--- src/rtl/config_bus_arbiter.sv ---
// Round-robin arbiter sharing one config-message bus among NUM_REQ requesters.
// Define CFG_ARB_RETRY_EN to re-issue failed transactions up to MAX_RETRY times.
module config_bus_arbiter #(
   parameter int NUM_REQ      = 4,
   parameter int ADDR_SIZE    = 4,
   parameter int PAYLOAD_SIZE = 8,
   parameter int RESP_LAT     = 1,
   parameter int MAX_RETRY    = 2
) (
   input  logic                                          clk,
   input  logic                                          reset,
   input  logic [NUM_REQ-1:0]                            req_val,
   output logic [NUM_REQ-1:0]                            req_rdy,
   input  logic [NUM_REQ*(ADDR_SIZE+PAYLOAD_SIZE+1)-1:0] req_msg,
   output logic [NUM_REQ-1:0]                            resp_val,
   input  logic [NUM_REQ-1:0]                            resp_rdy,
   output logic [ADDR_SIZE+PAYLOAD_SIZE:0]               resp_msg,
   output logic                                          resp_ok,
   output logic [ADDR_SIZE+PAYLOAD_SIZE:0]               cfg_msg,
   input  logic [ADDR_SIZE+PAYLOAD_SIZE:0]               cfg_resp,
   output logic                                          busy
);

   localparam int MSG_W = ADDR_SIZE + PAYLOAD_SIZE + 1;
   localparam int PW    = (NUM_REQ > 1) ? $clog2(NUM_REQ) : 1;
   localparam int CW    = $clog2(RESP_LAT + 1);

   if (NUM_REQ < 2 || RESP_LAT < 1 || MAX_RETRY < 0) begin : g_param_chk
      $error("config_bus_arbiter: illegal parameter value");
   end

   typedef enum logic [1:0] {
      IDLE,
      ISSUE,
      WAIT,
      RESP
   } state_e;

   state_e            state_q, state_d;
   logic [PW-1:0]     rr_q, rr_d;
   logic [PW-1:0]     gnt_q, gnt_d;
   logic [MSG_W-1:0]  msg_q, msg_d;
   logic [CW-1:0]     cnt_q, cnt_d;
   logic [MSG_W-1:0]  rmsg_q, rmsg_d;
   logic              rok_q, rok_d;

`ifdef CFG_ARB_RETRY_EN
   localparam int RW = (MAX_RETRY > 0) ? $clog2(MAX_RETRY + 1) : 1;
   logic [RW-1:0]     retry_q, retry_d;
`endif

   logic [PW-1:0]     sel;
   logic [PW-1:0]     j;
   logic              sel_vld;
   int                idx;
   logic              ok_now;

   // Scan from rr_q downwards in priority so the nearest requester wins last.
   always_comb begin
      sel     = '0;
      sel_vld = 1'b0;
      idx     = 0;
      j       = '0;
      for (int k = NUM_REQ - 1; k >= 0; k--) begin
         idx = (int'(rr_q) + k) % NUM_REQ;
         j   = idx[PW-1:0];
         if (req_val[j]) begin
            sel_vld = 1'b1;
            sel     = j;
         end
      end
   end

   // Read-type requests never report success, whatever the bus echoes.
   assign ok_now = msg_q[PAYLOAD_SIZE] & cfg_resp[PAYLOAD_SIZE] &
                   (cfg_resp[MSG_W-1 -: ADDR_SIZE] ==
                    msg_q[MSG_W-1 -: ADDR_SIZE]);

   always_comb begin
      state_d  = state_q;
      rr_d     = rr_q;
      gnt_d    = gnt_q;
      msg_d    = msg_q;
      cnt_d    = cnt_q;
      rmsg_d   = rmsg_q;
      rok_d    = rok_q;
`ifdef CFG_ARB_RETRY_EN
      retry_d  = retry_q;
`endif
      req_rdy  = '0;
      resp_val = '0;
      cfg_msg  = '0;
      unique case (state_q)
         IDLE: begin
            if (sel_vld) begin
               req_rdy[sel] = 1'b1;
               gnt_d        = sel;
               msg_d        = req_msg[sel*MSG_W +: MSG_W];
               rr_d         = (sel == PW'(NUM_REQ - 1)) ? '0 : sel + 1'b1;
               state_d      = ISSUE;
`ifdef CFG_ARB_RETRY_EN
               retry_d      = '0;
`endif
            end
         end
         ISSUE: begin
            cfg_msg = msg_q;
            cnt_d   = CW'(RESP_LAT - 1);
            state_d = WAIT;
         end
         WAIT: begin
            if (cnt_q == '0) begin
               rmsg_d  = msg_q[PAYLOAD_SIZE] ? cfg_resp : '0;
               rok_d   = ok_now;
               state_d = RESP;
`ifdef CFG_ARB_RETRY_EN
               if (!ok_now && (retry_q < RW'(MAX_RETRY))) begin
                  retry_d = retry_q + 1'b1;
                  state_d = ISSUE;
               end
`endif
            end else begin
               cnt_d = cnt_q - 1'b1;
            end
         end
         RESP: begin
            resp_val[gnt_q] = 1'b1;
            if (resp_rdy[gnt_q]) begin
               state_d = IDLE;
            end
         end
         default: state_d = IDLE;
      endcase
   end

   always_ff @(posedge clk) begin
      if (reset) begin
         state_q <= IDLE;
         rr_q    <= '0;
         gnt_q   <= '0;
         msg_q   <= '0;
         cnt_q   <= '0;
         rmsg_q  <= '0;
         rok_q   <= 1'b0;
`ifdef CFG_ARB_RETRY_EN
         retry_q <= '0;
`endif
      end else begin
         state_q <= state_d;
         rr_q    <= rr_d;
         gnt_q   <= gnt_d;
         msg_q   <= msg_d;
         cnt_q   <= cnt_d;
         rmsg_q  <= rmsg_d;
         rok_q   <= rok_d;
`ifdef CFG_ARB_RETRY_EN
         retry_q <= retry_d;
`endif
      end
   end

   assign resp_msg = rmsg_q;
   assign resp_ok  = rok_q;
   assign busy     = (state_q != IDLE);

endmodule

--- config.mk ---
export PLATFORM = sky130hd
export DESIGN_NAME = config_bus_arbiter
export DESIGN_NICKNAME = d
export VERILOG_FILES = /design/src/rtl/config_bus_arbiter.sv
export SDC_FILE = /design/constraint.sdc
export NUM_CORES = 1
export LEC_CHECK = 0
export BUFFER_PORTS_ARGS = -buffer_cell sky130_fd_sc_hd__buf_2
export CORE_MARGIN = 2
export CORE_UTILIZATION = 35
export CTS_BUF_LIST = sky130_fd_sc_hd__clkbuf_8
export DETAILED_ROUTE_END_ITERATION = 7
export PLACE_DENSITY = 0.7
export SLEW_MARGIN = 20
export SYNTH_ARGS = -nofsm -noshare
export SYNTH_HDL_FRONTEND = slang
export SYNTH_SLANG_ARGS = --single-unit
--- constraint.sdc ---
create_clock -name clk -period 2 [get_ports clk]
set_input_delay 0.1 -clock clk [delete_from_list [all_inputs] [get_ports clk]]
set_output_delay 0.1 -clock clk [all_outputs]
set_load 0.01 [all_outputs]
==> impl_metrics.toml <==
[outcome]
outcome = "finished, final reports clean"

[power]
p_seq_share_pct = 33.4
power_w = 0.00304
switchingPower_w = 0.00113
leakage_nw = 1.39
p_comb_share_pct = 45.6
sw_frac_of_total_pct = 37.2
powerDensity_nw_per_um2 = 1160
ir_worst_vdd_v = 0.000579
p_int_w = 0.00191
power.share.clock_pct = 21.0

[drt]
firstDrtPassIters = 4
drc = 0
detail-route-antenna-nets = 0
wl_per_cell_um = 12.8
via_per_inst = 4.77
drt_iter0_drc = 50
vias = 1883
drt_wl_total_mm = 5.06

[place]
dpl.hpwl_mm = 3.79
port_buffers = 110
place_area_um2 = 2510
gp_congestion = 0.717

[synthesis]
synth.cell_area_um2 = 1900
syn_area_per_cell_um2 = 8.83
syn_inst = 215
ys_seq_elements = 33
ys_warn_count = 0
synth_nets = 295
ys_seq_area_share_pct = 34.8
synthDistinctLibCells = 32

[global_routing]
antenna_found_initial = 0
grt_pass1_wl_mm = 8.18
grtUsageTotal_pct = 16.8
globalRoute.totalOverflow = 0
grt_pass1_vias = 1816
grt_max_degree = 21

[min_path]
hold_path.class = "primary input to register"
min_from = "cfg_resp[5]"
holdPathEnd = "resp_msg[5]"
min_path_cells = 3

[clock_network]
numCtsBuffers = 5
root_buffer = "clkbuf_8"
cts_tree = "yes"
holdBufCountCts = 0
clkLatencyLatePin_ns = 0.28
clkTransAtPathRegs_ns = 0.07
cts_buffer_depth = 2
cts_sinks = 33
htree_levels = 2

[final_layout]
nets = 404
area_growth_pct = 38.5
final_common_cell = "buf_2"
n_fill_cell = 496
final_cell_mix = "110 x buf_2, 33 x dfxtp_1, 28 x mux2i_1, 21 x nor2_1, 20 x a21oi_1"
antenna_cells = 0
final_layout_size_suffix_gt1_share_pct = 39.1
finalInstanceArea_um2 = 2630

[setup_path]
worstPathArrival_ns = 1.75
crit_family = "compound AO/OA/AOI/OAI gates"
critPathMaxFanout = 10
worst-path-buf-inv = 2
slowest_stage = "a211o_2"
reg2reg_to = "msg_q[1]"
rr_startpoint = "rr_q[1]"
r2r_setup_slack_ns = 0.29
crit_type = "register to primary output"
reg2regPathDepth = 5
cp-start-kind = "register"
worstPathRequired_ns = 1.90
max_stage_delay_ns = 0.40
endpoint_kind = "primary output"
path_cells = "nand2b_1 -> a21oi_1 -> a211o_2 -> inv_2 -> ha_1 -> and2_1 -> buf_2"

[sta]
post-route-period-util_pct = 92.4
whs_ns = 0.0452
fin_tns_setup_ns = 0
min_period_ns = 1.85
worst_pin_slew_ns = 0.502
skew_ns = 0.00892
maxSlewViolCount = 0
finalSetupViolations = 0
slew_headroom_pct = 66.5
fmax_mhz = 541
rsz0062_at_grt = "no"
hold_viol = 0

[job]
cap_violations = 0

[floorplan]
dieArea_um2 = 6030
rows = 26
core_um2 = 5170
die_width_um = 77.7
io_pins = 111
fp.dieH_um = 77.7
start_util_pct = 36.7
==> through the flow <==
step                      instances  setup WS, ns  utilization [%]
final                           395         0.152             50.9
after global routing            395        0.0379             50.9
after CTS                       395         0.104             50.9
after detailed placement        387         0.210             48.6
after global placement          387         0.264             48.6
after floorplan                 215         0.379                -
==> state kept, by name (all words and copies together), names as in the netlist <==
name	cells
state_q	2
msg_q	13
rr_q	2
resp_ok	1
gnt_q	2
resp_msg	13
==> worst register-to-register path: cells and delay by family, from the launching register on <==
kind | cells | cell delay (ns)
DFF | 1 | 0.35
AOI/OAI and AO/OA | 2 | 0.45
and+or+nand+nor | 3 | 0.83
==> power groups by stage <==
stage	combinational [W]	sequential [W]	clock, W
after floorplan	0.00103	0.000994	0
after global placement	0.00138	0.00102	0
after detailed placement	0.00140	0.00103	0
after CTS	0.00141	0.00102	0.000661
after global routing	0.00155	0.00105	0.000688
final	0.00139	0.00102	0.000639
==> final cells by class <==
cell class | count | area, um2 | area share (%)
Clock buffer | 6 | 82.6 | 3.14
Clock inverter | 2 | 33.8 | 1.28
Multi-Input combinational cell | 162 | 1140 | 43.3
Tap cell | 70 | 87.6 | 3.33
Inverter | 7 | 26.3 | 0.999
Timing Repair Buffer | 115 | 601 | 22.8
Sequential cell | 33 | 661 | 25.1
==> cells in the mapped netlist, drive strengths merged <==
| cell | instances | area, um2 |
|---|---|---|
| and3b | 1 | 8.76 |
| nor4 | 1 | 6.26 |
| nand2b | 6 | 40.0 |
| nor3 | 5 | 30.0 |
| a211o | 1 | 8.76 |
| nor3b | 2 | 15.0 |
| mux2i | 28 | 280 |
| a211oi | 1 | 7.51 |
| o22ai | 1 | 6.26 |
| nor2 | 21 | 78.8 |
| nor2b | 13 | 81.3 |
| inv | 7 | 26.3 |
| buf | 7 | 51.3 |
| nand3 | 1 | 5.00 |
| dfxtp | 33 | 661 |
| and3 | 2 | 12.5 |
| clkbuf | 6 | 22.5 |
| xnor2 | 3 | 26.3 |
| xor2 | 1 | 8.76 |
| nand2 | 7 | 26.3 |
| nand3b | 13 | 97.6 |
| a21oi | 20 | 100 |
| o221ai | 13 | 114 |
| mux4 | 1 | 22.5 |
| ha | 5 | 62.6 |
| and2 | 15 | 93.8 |
| or3 | 1 | 6.26 |
==> logic make-up after synthesis <==
logic type | share of synthesized area (%)
muxes | 15.9
buffers and inverters | 5.27
xor gates and xnor gates | 1.84
and+or+nand+nor | 26.4
AOI/OAI and AO/OA | 12.5
DFF | 34.8
adders and majority gates | 3.29
==> worst max-delay path by stage <==
| stage | from | endpoint | slack [ns] | cells past startpoint |
|---|---|---|---|---|
| after global routing | rr_q[0] | req_rdy[3] | 0.04 | 7 |
| after CTS | rr_q[0] | req_rdy[3] | 0.10 | 7 |
| after global placement | rr_q[0] | msg_q[11] | 0.26 | 6 |
| final | rr_q[0] | req_rdy[3] | 0.15 | 7 |
| after floorplan | rr_q[0] | rr_q[1] | 0.38 | 9 |
| after detailed placement | rr_q[0] | msg_q[5] | 0.21 | 6 |
==> repair_timing <==
action                                  in CTS  in global routing
endpoints found under the hold margin        0                  0
gates resized for setup                      1                  0
buffers inserted                             0                  0
pin swaps                                    0                  1
endpoints found under the setup margin       1                  1
==> per-layer routing <==
metal,global-route usage [%],wire (um),vias up
met5,0,0,-
met4,3.75,28,0
met3,3.95,344,5
met2,30.5,2450,67
met1,19.8,2240,841
li1,-,-,970
Power figures use the tool's default switching activity.
